## src/rtl/decode_pkg.sv

```systemverilog
// Shared decode definitions: default field widths, field-offset helpers and the ISA opcode map.
package decode_pkg;

  localparam int unsigned INSTR_W_DEF  = 16;
  localparam int unsigned OPC_W_DEF    = 4;
  localparam int unsigned OPC2_W_DEF   = 3;
  localparam int unsigned REG_BITS_DEF = 2;
  localparam int unsigned SHAMT_W_DEF  = 3;
  localparam int unsigned CONST_W_DEF  = 8;
  localparam int unsigned DATA_W_DEF   = 16;

  typedef enum logic [3:0] {
    OP_NOP  = 4'h0, OP_ALU  = 4'h1, OP_ALUI = 4'h2, OP_SHF  = 4'h3,
    OP_LD   = 4'h4, OP_ST   = 4'h5, OP_LDI  = 4'h6, OP_MOV  = 4'h7,
    OP_BEQ  = 4'h8, OP_BNE  = 4'h9, OP_JMP  = 4'hA, OP_CALL = 4'hB,
    OP_RET  = 4'hC, OP_IN   = 4'hD, OP_OUT  = 4'hE, OP_HALT = 4'hF
  } opcode_e;

  // Fields are packed from the MSB downwards: opcode, then Rm/Rs1/Rs2, then shift amount;
  // opcode2 overlays the bits directly under the opcode.
  function automatic int unsigned opc_lsb(int unsigned instr_w, int unsigned opc_w);
    return instr_w - opc_w;
  endfunction

  function automatic int unsigned opc2_lsb(int unsigned instr_w, int unsigned opc_w,
                                           int unsigned opc2_w);
    return instr_w - opc_w - opc2_w;
  endfunction

  function automatic int unsigned reg_lsb(int unsigned instr_w, int unsigned opc_w,
                                          int unsigned reg_bits, int unsigned idx);
    return instr_w - opc_w - (idx + 1) * reg_bits;
  endfunction

  function automatic int unsigned shamt_lsb(int unsigned instr_w, int unsigned opc_w,
                                            int unsigned reg_bits, int unsigned shamt_w);
    return instr_w - opc_w - 3 * reg_bits - shamt_w;
  endfunction

endpackage

```

## src/rtl/decode_fields.sv

```systemverilog
// Combinational instruction slicer and immediate sign-extender.
module decode_fields
  import decode_pkg::*;
#(
  parameter int unsigned INSTR_W  = 16,
  parameter int unsigned OPC_W    = 4,
  parameter int unsigned OPC2_W   = 3,
  parameter int unsigned REG_BITS = 2,
  parameter int unsigned SHAMT_W  = 3,
  parameter int unsigned CONST_W  = 8,
  parameter int unsigned DATA_W   = 16
) (
  input  logic [INSTR_W-1:0]  instr_i,
  output logic [OPC_W-1:0]    opcode_o,
  output logic [OPC2_W-1:0]   opcode2_o,
  output logic [REG_BITS-1:0] rm_o,
  output logic [REG_BITS-1:0] rs1_o,
  output logic [REG_BITS-1:0] rs2_o,
  output logic [SHAMT_W-1:0]  shamt_o,
  output logic [CONST_W-1:0]  const_o,
  output logic [DATA_W-1:0]   imm_o
);

  localparam int unsigned OPC_LSB   = opc_lsb(INSTR_W, OPC_W);
  localparam int unsigned OPC2_LSB  = opc2_lsb(INSTR_W, OPC_W, OPC2_W);
  localparam int unsigned RM_LSB    = reg_lsb(INSTR_W, OPC_W, REG_BITS, 0);
  localparam int unsigned RS1_LSB   = reg_lsb(INSTR_W, OPC_W, REG_BITS, 1);
  localparam int unsigned RS2_LSB   = reg_lsb(INSTR_W, OPC_W, REG_BITS, 2);
  localparam int unsigned SHAMT_LSB = shamt_lsb(INSTR_W, OPC_W, REG_BITS, SHAMT_W);

  always_comb begin
    opcode_o  = instr_i[OPC_LSB +: OPC_W];
    opcode2_o = instr_i[OPC2_LSB +: OPC2_W];
    rm_o      = instr_i[RM_LSB +: REG_BITS];
    rs1_o     = instr_i[RS1_LSB +: REG_BITS];
    rs2_o     = instr_i[RS2_LSB +: REG_BITS];
    shamt_o   = instr_i[SHAMT_LSB +: SHAMT_W];
    const_o   = instr_i[CONST_W-1:0];
    imm_o     = DATA_W'($signed(instr_i[CONST_W-1:0]));
  end

endmodule

```

## src/rtl/decode_stage.sv

```systemverilog
// Registered decode stage with a 2-entry skid buffer (main + skid).
// Optional illegal-opcode flag enabled by defining DECODE_ILLEGAL_TRAP_EN.
module decode_stage
  import decode_pkg::*;
#(
  parameter int unsigned INSTR_W  = 16,
  parameter int unsigned OPC_W    = 4,
  parameter int unsigned OPC2_W   = 3,
  parameter int unsigned REG_BITS = 2,
  parameter int unsigned SHAMT_W  = 3,
  parameter int unsigned CONST_W  = 8,
  parameter int unsigned DATA_W   = 16,
  parameter logic [2**OPC_W-1:0] ILLEGAL_MASK = '0
) (
  input  logic                clk,
  input  logic                rst,
  input  logic                flush,
  input  logic                in_valid,
  output logic                in_ready,
  input  logic [INSTR_W-1:0]  instruction,
  output logic                out_valid,
  input  logic                out_ready,
  output logic [OPC_W-1:0]    opcode,
  output logic [OPC2_W-1:0]   opcode2,
  output logic [REG_BITS-1:0] Rm,
  output logic [REG_BITS-1:0] Rs1,
  output logic [REG_BITS-1:0] Rs2,
  output logic [SHAMT_W-1:0]  shiftamt,
  output logic [CONST_W-1:0]  constant,
  output logic [DATA_W-1:0]   imm_sext,
  output logic                out_illegal
);

  if (OPC_W + 3 * REG_BITS + SHAMT_W > INSTR_W) begin : g_chk_regs
    $error("decode_stage: opcode, register and shift fields exceed INSTR_W");
  end
  if (OPC2_W > INSTR_W - OPC_W) begin : g_chk_opc2
    $error("decode_stage: OPC2_W exceeds INSTR_W-OPC_W");
  end
  if (CONST_W > INSTR_W) begin : g_chk_const
    $error("decode_stage: CONST_W exceeds INSTR_W");
  end
  if (DATA_W < CONST_W) begin : g_chk_data
    $error("decode_stage: DATA_W must be >= CONST_W");
  end

  typedef struct packed {
    logic [OPC_W-1:0]    opcode;
    logic [OPC2_W-1:0]   opcode2;
    logic [REG_BITS-1:0] rm;
    logic [REG_BITS-1:0] rs1;
    logic [REG_BITS-1:0] rs2;
    logic [SHAMT_W-1:0]  shamt;
    logic [CONST_W-1:0]  cnst;
    logic [DATA_W-1:0]   imm;
    logic                illegal;
  } entry_t;

  entry_t new_entry;
  entry_t main_q, main_d, skid_q, skid_d;
  logic   main_vld_q, main_vld_d, skid_vld_q, skid_vld_d;
  logic   in_ready_q, in_ready_d;
  logic   in_xfer, out_xfer;

  decode_fields #(
    .INSTR_W  (INSTR_W),
    .OPC_W    (OPC_W),
    .OPC2_W   (OPC2_W),
    .REG_BITS (REG_BITS),
    .SHAMT_W  (SHAMT_W),
    .CONST_W  (CONST_W),
    .DATA_W   (DATA_W)
  ) u_fields (
    .instr_i   (instruction),
    .opcode_o  (new_entry.opcode),
    .opcode2_o (new_entry.opcode2),
    .rm_o      (new_entry.rm),
    .rs1_o     (new_entry.rs1),
    .rs2_o     (new_entry.rs2),
    .shamt_o   (new_entry.shamt),
    .const_o   (new_entry.cnst),
    .imm_o     (new_entry.imm)
  );

`ifdef DECODE_ILLEGAL_TRAP_EN
  assign new_entry.illegal = ILLEGAL_MASK[new_entry.opcode];
`else
  logic unused_illegal_mask;
  assign unused_illegal_mask = ^ILLEGAL_MASK;
  assign new_entry.illegal   = 1'b0;
`endif

  assign in_xfer  = in_valid & in_ready_q;
  assign out_xfer = main_vld_q & out_ready;

  // Drain first, then fill: a drained main lets the incoming word land directly in main.
  always_comb begin
    main_d     = main_q;
    skid_d     = skid_q;
    main_vld_d = main_vld_q;
    skid_vld_d = skid_vld_q;
    if (flush) begin
      main_vld_d = 1'b0;
      skid_vld_d = 1'b0;
    end else begin
      if (out_xfer) begin
        if (skid_vld_q) begin
          main_d     = skid_q;
          skid_vld_d = 1'b0;
        end else begin
          main_vld_d = 1'b0;
        end
      end
      if (in_xfer) begin
        if (!main_vld_d) begin
          main_d     = new_entry;
          main_vld_d = 1'b1;
        end else begin
          skid_d     = new_entry;
          skid_vld_d = 1'b1;
        end
      end
    end
    in_ready_d = ~skid_vld_d;
  end

  always_ff @(posedge clk) begin
    if (rst) begin
      main_q     <= '0;
      skid_q     <= '0;
      main_vld_q <= 1'b0;
      skid_vld_q <= 1'b0;
      in_ready_q <= 1'b0;
    end else begin
      main_q     <= main_d;
      skid_q     <= skid_d;
      main_vld_q <= main_vld_d;
      skid_vld_q <= skid_vld_d;
      in_ready_q <= in_ready_d;
    end
  end

  assign in_ready    = in_ready_q;
  assign out_valid   = main_vld_q;
  assign opcode      = main_q.opcode;
  assign opcode2     = main_q.opcode2;
  assign Rm          = main_q.rm;
  assign Rs1         = main_q.rs1;
  assign Rs2         = main_q.rs2;
  assign shiftamt    = main_q.shamt;
  assign constant    = main_q.cnst;
  assign imm_sext    = main_q.imm;
  assign out_illegal = main_q.illegal;

endmodule

```

## config.mk

```make
export PLATFORM = sky130hd
export DESIGN_NAME = decode_stage
export DESIGN_NICKNAME = d
export VERILOG_FILES = /design/src/rtl/decode_pkg.sv /design/src/rtl/decode_fields.sv /design/src/rtl/decode_stage.sv
export SDC_FILE = /design/constraint.sdc
export NUM_CORES = 1
export LEC_CHECK = 0
export ABC_CLOCK_PERIOD_IN_PS = 4000
export CAP_MARGIN = 20
export CELL_PAD_IN_SITES_DETAIL_PLACEMENT = 1
export CELL_PAD_IN_SITES_GLOBAL_PLACEMENT = 1
export CORE_MARGIN = 1.5
export CORE_UTILIZATION = 47
export DETAILED_ROUTE_END_ITERATION = 8
export HOLD_SLACK_MARGIN = 0.03
export PLACE_DENSITY_LB_ADDON = 0.15
export SYNTH_ARGS = -nofsm -noshare
export SYNTH_HDL_FRONTEND = slang
export SYNTH_HIERARCHICAL = 1
export SYNTH_SLANG_ARGS = --single-unit
```

## constraint.sdc

```tcl
create_clock -name clk -period 4 [get_ports clk]
set_input_delay 0.8 -clock clk [delete_from_list [all_inputs] [get_ports clk]]
set_output_delay 0.8 -clock clk [all_outputs]
set_load 0.01 [all_outputs]
```

# Word-level counts from Yosys, hierarchy flattened

Cells that the tools add are included.

Word-level logic and storage cells: 38
Output and inout bits: 43
Input port bits: 21
Register bits: 76

Reductions and logical operators: 2
Muxes and demuxes: 12
Bitwise logic cells: 4

Operators with widths:

| cell                | count |
|---|---|
| 41-bit 2-to-1 mux   | 4 |
| 1-bit 2-to-1 mux    | 8 |
| 3-bit AND reduction | 1 |
| 1-bit AND           | 2 |
| 1-bit NOT           | 2 |
| 2-bit OR reduction  | 1 |

# Logic depth before layout (Yosys ltp)

Gate-level depths: netlist of run 1.

Depth after elaboration: 7
Depth in mapped cells: 6
Depth with buffers taken out: 3

# By module

The synthesis of run 1 kept the hierarchy.

By module, submodules not included:

| module        | cells an instance | area an instance (µm²) | instances |
|---|---|---|---|
| decode_stage  | 510               | 4,675.7                | 1 |
| decode_fields | 40                | 300.3                  | 1 |

# Least setup slack after synthesis of run 1

No wires, ideal clock.

Kind: in2reg
From: input in_valid
To: register main_q, in the netlist Rm[0]
Arrival: 1,766 ps
Data required time: 3,911 ps
Setup slack: 2,146 ps
Stages on the path: 6
Path through: buf_6 a22o_4 and3_4 buf_6 buf_8 a311oi_2

Word-level cells in the longest chain between the ends: 2

RTL lines:

| what                 | RTL line            | text |
|---|---|---|
| start, declared      | decode_stage.sv:18  | `input logic in_valid,` |
| 1-bit AND            | decode_stage.sv:93  | `assign in_xfer = in_valid & in_ready_q;` |
| 41-bit 2-to-1 mux    | decode_stage.sv:114 | `if (in_xfer) begin` |
| end signal, assigned | decode_stage.sv:135 | `main_q <= main_d;` |
| end, declared        | decode_stage.sv:60  | `entry_t main_q, main_d, skid_q, skid_d;` |

No other way between the ends.
A chain may end at the register's enable or synchronous reset.

# Worst setup path after layout of run 1

From: register in_ready_q, in the netlist in_ready
To: output in_ready

RTL lines:

| what                   | RTL line            | text |
|---|---|---|
| start, declared        | decode_stage.sv:62  | `logic in_ready_q, in_ready_d;` |
| start signal, assigned | decode_stage.sv:139 | `in_ready_q <= in_ready_d;` |
| end, declared          | decode_stage.sv:19  | `output logic in_ready,` |

No word-level cell between the ends.

==> results of run 1 <==
[state kept, by name, summed over array words and instances (netlist names)]
register / cells
skid_q: 40
imm_sext: 16
constant: 8
opcode: 4
opcode2: 3
shiftamt: 3
Rm: 2
Rs1: 2
Rs2: 2
in_ready: 1
out_illegal: 1
out_valid: 1
skid_vld_q: 1
[worst paths after layout]
path	to	slack [ns]	depth (start not counted)
max	in_ready	1.24	1
min	out_illegal$_SDFFE_PP0N_	0.49	1
max reg2reg	skid_q[26]$_SDFFE_PP0P_	1.47	5
min reg2reg	out_illegal$_SDFFE_PP0N_	0.49	1
[per-layer routing]
layer | global-route usage (%) | share of wire [%]
met1 | 36.8 | 45
met3 | 3.56 | 4.3
met2 | 46.8 | 50
met4 | 9.36 | 1.3
met5 | 0 | 0
[cells in the mapped netlist, drive strengths merged (40+ instances only)]
cell     count
a21oi       41
a2bb2oi     40
a311oi      40
a31oi       41
buf         67
clkbuf      58
dfxtp       84
nand2       41
nand4       40
o2111ai     40
o31ai       40
[cells by family (layout without fill, tap and decap cells)]
| group | Yosys count | count (layout) |
|---|---|---|
| simple gates | 92 | 92 |
| flops | 84 | 84 |
| buf+inv | 128 | 97 |
| compound gates | 246 | 246 |
[area by class of cell]
class | count | area, um2 | area share [%]
Multi-Input combinational cell | 338 | 2580 | 47.8
Sequential cell | 84 | 1680 | 31.2
Timing Repair Buffer | 80 | 793 | 14.7
Tap cell | 136 | 170 | 3.15
Clock buffer | 11 | 141 | 2.62
Clock inverter | 3 | 15.0 | 0.278
Inverter | 3 | 11.3 | 0.209
[power by group through the flow]
stage | clock (mW) | combinational [mW] | sequential, mW
2_1_floorplan | 0 | 0.206 | 0.898
3_3_place_gp | 0 | 0.293 | 0.896
3_5_place_dp | 0 | 0.298 | 0.897
4_1_cts | 0.555 | 0.299 | 0.877
5_1_grt | 0.590 | 0.317 | 0.880
6_report | 0.546 | 0.300 | 0.877
[stage by stage]
stage                     power [mW]  worst slack [ns]
after floorplan                 1.10              2.15
after global placement          1.19              1.11
after detailed placement        1.19              1.04
after CTS                       1.73              1.29
after global routing            1.79              1.18
final                           1.72              1.24
==> impl_metrics.json, run 1 <==
{
  "cp_max_fo": 19,
  "die-area_mm2": 0.0112,
  "finalSetupViolations": 0,
  "cts_sinks": 84,
  "crit_chain": "clkdlybuf4s50_1",
  "cts_root_buffer": "clkbuf_8",
  "p_int_mw": 1.21,
  "clock_path_buffers": 2,
  "path_clk_slew_ns": 0.09,
  "synth-xor-area-share_pct": 0,
  "dp_hpwl_mm": 8.29,
  "postLayoutCoreUtil_pct": 52.5,
  "drv_slew": 0,
  "p_leak_nw": 1.49,
  "synth-edff-count": 0,
  "gp_congestion": 0.720,
  "fin_crit_ns": 2.76,
  "n_fill_cell": 1198,
  "grtUsageTotal_pct": 27.8,
  "fmax_mhz": 363,
  "remaining_drc_errors": 0,
  "hp-class": "reg2reg",
  "synth_simple_gate_area_share_pct": 9.71,
  "hold_ws_ns": 0.494,
  "slew_headroom_pct": 25.5,
  "grt_start_max_net_pins": 60,
  "crit_type": "reg2out",
  "antenna_cells": 0,
  "finalNetCount": 537,
  "design.core.area_mm2": 0.0103,
  "seqPwrFrac_pct": 50.9,
  "wire_per_inst_um": 23.8,
  "skew_ns": 0.0124,
  "synth-seq-cells": 84,
  "p_per_area_mw_per_mm2": 320,
  "rsz0062_at_grt": "false",
  "hold_viol": 0,
  "cpMaxStageDelayCell": "dfxtp_1",
  "required_ns": 3.20,
  "io_buffers": 63,
  "synth_top_cell_area_share_pct": 33.8,
  "worstMarginPinSlew_ns": 1.12,
  "via_per_inst": 7.01,
  "synth.largest_area_cell": "dfxtp_1",
  "grt-ovfl-total": 0,
  "ys_top_cells_by_area": "dfxtp_1 (34%), a311oi_2 (12%), a2bb2oi_1 (7.0%)",
  "synth_mux_area_share_pct": 0,
  "postCtsSetupRepairBufs": 0,
  "drtPass1Iterations": 4,
  "antenna_found_initial": 0,
  "timing.rr.start": "in_ready$_SDFF_PP0_",
  "finalCritPeriodShare_pct": 68.9,
  "ir_worst_vdd_mv": 0.141,
  "grt_pass1_vias": 4569,
  "h-tree-depth": 3,
  "start_kind": "flip-flop",
  "endpoint_kind": "output pin",
  "instances_no_fill": 655,
  "synthArstFlopShare_pct": 0,
  "routed_wl_mm": 15.6,
  "syn-num-nets": 571,
  "final_common_cell": "dfxtp_1",
  "p_clk_share_pct": 31.7,
  "synthToLayoutAreaGrowth_pct": 8.40,
  "routed-via-count": 4593,
  "synth_top_family_by_area": "compound AO/OA/AOI/OAI gates",
  "numCtsBuffers": 9,
  "max_stage_delay_ns": 0.90,
  "post_cts_resized": 0,
  "fin_setup_tns_ns": 0,
  "start_util_pct": 48.4,
  "crit_buf_inv": 1,
  "p_switching_uw": 515,
  "drv_cap": 0,
  "grt_pass1_wl_mm": 24.9,
  "die_y_um": 106,
  "ant_nets": 0,
  "yosys_warnings": 6,
  "crit_family": "flip-flops",
  "final_area_mm2": 0.00539,
  "synth_compound_area_share_pct": 42.0,
  "cts_tree": "yes",
  "outcome": "complete, no violations",
  "drive_gt1_share_pct": 14.8,
  "setup.worst_path.start": "in_ready$_SDFF_PP0_",
  "yosys.area_share.adder_pct": 0,
  "row_count": 37,
  "crit_arrival_ns": 1.96,
  "place_area_mm2": 0.00524,
  "syn_avg_cell_area_um2": 9.05,
  "switching_share_pct": 29.9,
  "hp-start": "out_illegal$_SDFFE_PP0N_",
  "dpl.cell_count": 641,
  "ys_seq_area_share_pct": 33.8,
  "p_comb_share_pct": 17.4,
  "synthFlopType": "dfxtp_1",
  "synth_cell_type_count": 32,
  "syn-cell-area_mm2": 0.00498,
  "io_pins": 64,
  "die_w_um": 106,
  "hold_buffers": 0,
  "synthCells": 550,
  "mostFrequentLayoutCells": "dfxtp_1 (83), clkdlybuf4s50_1 (62), nand2_1 (41), a31oi_1 (41), a21oi_1 (41)",
  "drt_iter0_drc": 288,
  "clk_latency_ns": 0.36
}
(Power assumes the default switching activity.)
==> run 2: changes to the inputs <==
--- a/config.mk
+++ b/config.mk
@@ -5,12 +5,12 @@
 export SDC_FILE = /design/constraint.sdc
 export NUM_CORES = 1
 export LEC_CHECK = 0
-export ABC_CLOCK_PERIOD_IN_PS = 4000
+export ABC_CLOCK_PERIOD_IN_PS = 2350
 export CAP_MARGIN = 20
 export CELL_PAD_IN_SITES_DETAIL_PLACEMENT = 1
 export CELL_PAD_IN_SITES_GLOBAL_PLACEMENT = 1
 export CORE_MARGIN = 1.5
-export CORE_UTILIZATION = 47
+export CORE_UTILIZATION = 39
 export DETAILED_ROUTE_END_ITERATION = 8
 export HOLD_SLACK_MARGIN = 0.03
 export PLACE_DENSITY_LB_ADDON = 0.15
==> constraint.sdc (replaced) <==
create_clock -name clk -period 2.35 [get_ports clk]
set_input_delay 0.47 -clock clk [delete_from_list [all_inputs] [get_ports clk]]
set_output_delay 0.47 -clock clk [all_outputs]
set_load 0.01 [all_outputs]
==> run 2 against run 1 <==
Compared with the run above:
- sequential share of layout area shrank 1.7 points
- worst setup slack lost 1.0 ns
- global-route usage shrank 2.4 points
- clock skew shrank 0.0060 ns
- clock power grew to 2.7 times the previous value
- count of clock-buffer cells in the layout grew 2
- die area grew 20%
- via count shrank 0.22%
- first-iteration DRC count grew 2.1%
- cell area grew 5.6%
- non-clock buffer count grew 9
- critical endpoint unchanged
- largest power group is now the clock network
==> impl_metrics.json, run 2 (synthesis results as in run 1) <==
{
  "outcome": "complete, no violations",
  "crit_arrival_ns": 1.63,
  "skew_ns": 0.00642,
  "antenna_cells": 0,
  "reg2reg_depth": 5,
  "largest_reg_flops": 40,
  "cts_tree": "yes",
  "hold_buffers": 0,
  "dp_hpwl_mm": 8.87,
  "start_util_pct": 39.8,
  "timing.rr.start": "in_ready$_SDFF_PP0_",
  "drt_iter0_drc": 294,
  "grt_pass1_vias": 4857,
  "hold_ws_ns": 0.489,
  "hp-start": "skid_q[34]$_SDFFE_PP0P_",
  "max_stage_delay_ns": 0.65,
  "finalCritPeriodShare_pct": 89.5,
  "multi_input_area_mm2": 0.00258,
  "n_fill_cell": 1436,
  "path_depth": 1,
  "p_per_area_mw_per_mm2": 620,
  "slew_headroom_pct": 41.7,
  "final_common_cell": "dfxtp_1",
  "hp-class": "reg2reg",
  "clk_latency_ns": 0.34,
  "design.core.area_mm2": 0.0125,
  "endpoint_kind": "output pin",
  "mostFrequentLayoutCells": "dfxtp_1 (83), clkdlybuf4s50_1 (62), nand2_1 (41), a31oi_1 (41), a21oi_1 (41)",
  "p_leak_nw": 1.61,
  "p_comb_share_pct": 15.2,
  "numCtsBuffers": 9,
  "grt_start_max_net_pins": 62,
  "row_count": 41,
  "cts_root_buffer": "clkbuf_16",
  "h-tree-depth": 3,
  "rsz0062_at_grt": "false",
  "hold_path_depth": 2,
  "required_ns": 1.88,
  "antenna_found_initial": 0,
  "synthToLayoutAreaGrowth_pct": 14.5,
  "die_y_um": 116,
  "switching_share_pct": 26.3,
  "ant_nets": 0,
  "start_kind": "flip-flop",
  "remaining_drc_errors": 0,
  "crit_buf_inv": 1,
  "via_per_inst": 6.55,
  "cts_sinks": 84,
  "regToRegSetupSlack_ns": 0.37,
  "cp_max_fo": 10,
  "crit_type": "reg2out",
  "fin_crit_ns": 2.10,
  "clock_path_buffers": 2,
  "worstMarginPinSlew_ns": 0.874,
  "fmax_mhz": 475,
  "crit_family": "flip-flops",
  "drtPass1Iterations": 4,
  "cpMaxStageDelayCell": "dfxtp_1",
  "routed_wl_mm": 16.3,
  "fin_setup_tns_ns": 0,
  "p_clk_share_pct": 42.6,
  "postCtsSetupRepairBufs": 0,
  "routed-via-count": 4583,
  "drv_slew": 0,
  "finalNetCount": 546,
  "largest_register": "skid_q",
  "io_buffers": 63,
  "grt_pass1_wl_mm": 26.7,
  "die_w_um": 116,
  "p_int_mw": 2.60,
  "seqPwrFrac_pct": 42.3,
  "drv_cap": 0,
  "r2r-end": "skid_q[35]$_SDFFE_PP0P_",
  "crit_chain": "clkdlybuf4s50_1",
  "hold_viol": 0,
  "min_to": "skid_q[34]$_SDFFE_PP0P_",
  "die-area_mm2": 0.0134,
  "ff_latch_area_mm2": 0.00168,
  "drive_gt1_share_pct": 16.5,
  "wire_per_inst_um": 23.3,
  "ir_worst_vdd_mv": 0.485,
  "io_pins": 64,
  "grtUsageTotal_pct": 25.4,
  "gp_congestion": 0.714,
  "path_clk_slew_ns": 0.06,
  "p_switching_uw": 928,
  "post_cts_resized": 0,
  "grt-ovfl-total": 0,
  "finalSetupViolations": 0
}
-- run 2: cell types whose count changed in the layout (fill, tap and decap cells not counted), sizes merged --
cell	previous run	this run
clkbuf	11	13
buf	18	27
bufinv	0	1
clkinv	3	0
-- run 2: metrics by stage --
stage	util, %	power (mW)	worst slack (ns)	instance area (um2)	instances
finish	45.5	3.53	0.246	5700	700
CTS	45.5	3.57	0.231	5700	700
floorplan	-	1.88	0.826	4980	550
detailed placement	43.0	2.06	0.0397	5390	686
global placement	43.0	2.05	0.0749	5390	686
global route	45.5	3.64	0.183	5700	700
-- run 2: final cells by class --
cell class / count / share of cell area [%]
sequential: 84 / 29.5
inverter: 3 / 0.198
clock inverter: 1 / 0.527
tap: 172 / 3.78
clock buffer: 13 / 4.92
timing repair buffer: 89 / 15.8
multi-input combinational: 338 / 45.3
-- run 2: worst max path at each step --
stage                                   start                  endpoint  slack (ns)
final                     in_ready$_SDFF_PP0_                  in_ready        0.25
after global routing      in_ready$_SDFF_PP0_                  in_ready        0.18
after CTS                 in_ready$_SDFF_PP0_                  in_ready        0.23
after detailed placement             in_valid  constant[0]$_SDFFE_PP0N_        0.04
after global placement               in_valid  constant[3]$_SDFFE_PP0N_        0.07
after floorplan                      in_valid        Rm[0]$_SDFFE_PP0N_        0.83
-- run 2: layer usage --
layer  up-vias  global-route usage, %  wire [um]
met3        10                   4.76        525
met4         0                   6.91        172
li1       2112                      -          -
met2        79                   45.3       8320
met1      2382                   31.3       7270
met5         -                      0          0
-- run 2: power by group through the flow --
stage          combinational [mW]  sequential, mW  clock, mW
3_5_place_dp                0.533            1.52          0
4_1_cts                     0.535            1.49       1.54
5_1_grt                     0.575            1.50       1.57
6_report                    0.535            1.49       1.50
2_1_floorplan               0.351            1.53          0
3_3_place_gp                0.526            1.52          0
==> run 3: changes to the inputs <==
--- a/config.mk
+++ b/config.mk
@@ -12,6 +12,7 @@
 export CORE_MARGIN = 1.5
 export CORE_UTILIZATION = 39
 export DETAILED_ROUTE_END_ITERATION = 8
+export GPL_ROUTABILITY_DRIVEN = 0
 export HOLD_SLACK_MARGIN = 0.03
 export PLACE_DENSITY_LB_ADDON = 0.15
 export SYNTH_ARGS = -nofsm -noshare
==> results of run 3 <==
Same layout as run 2: the final DEF is identical, and so are final timing and power.
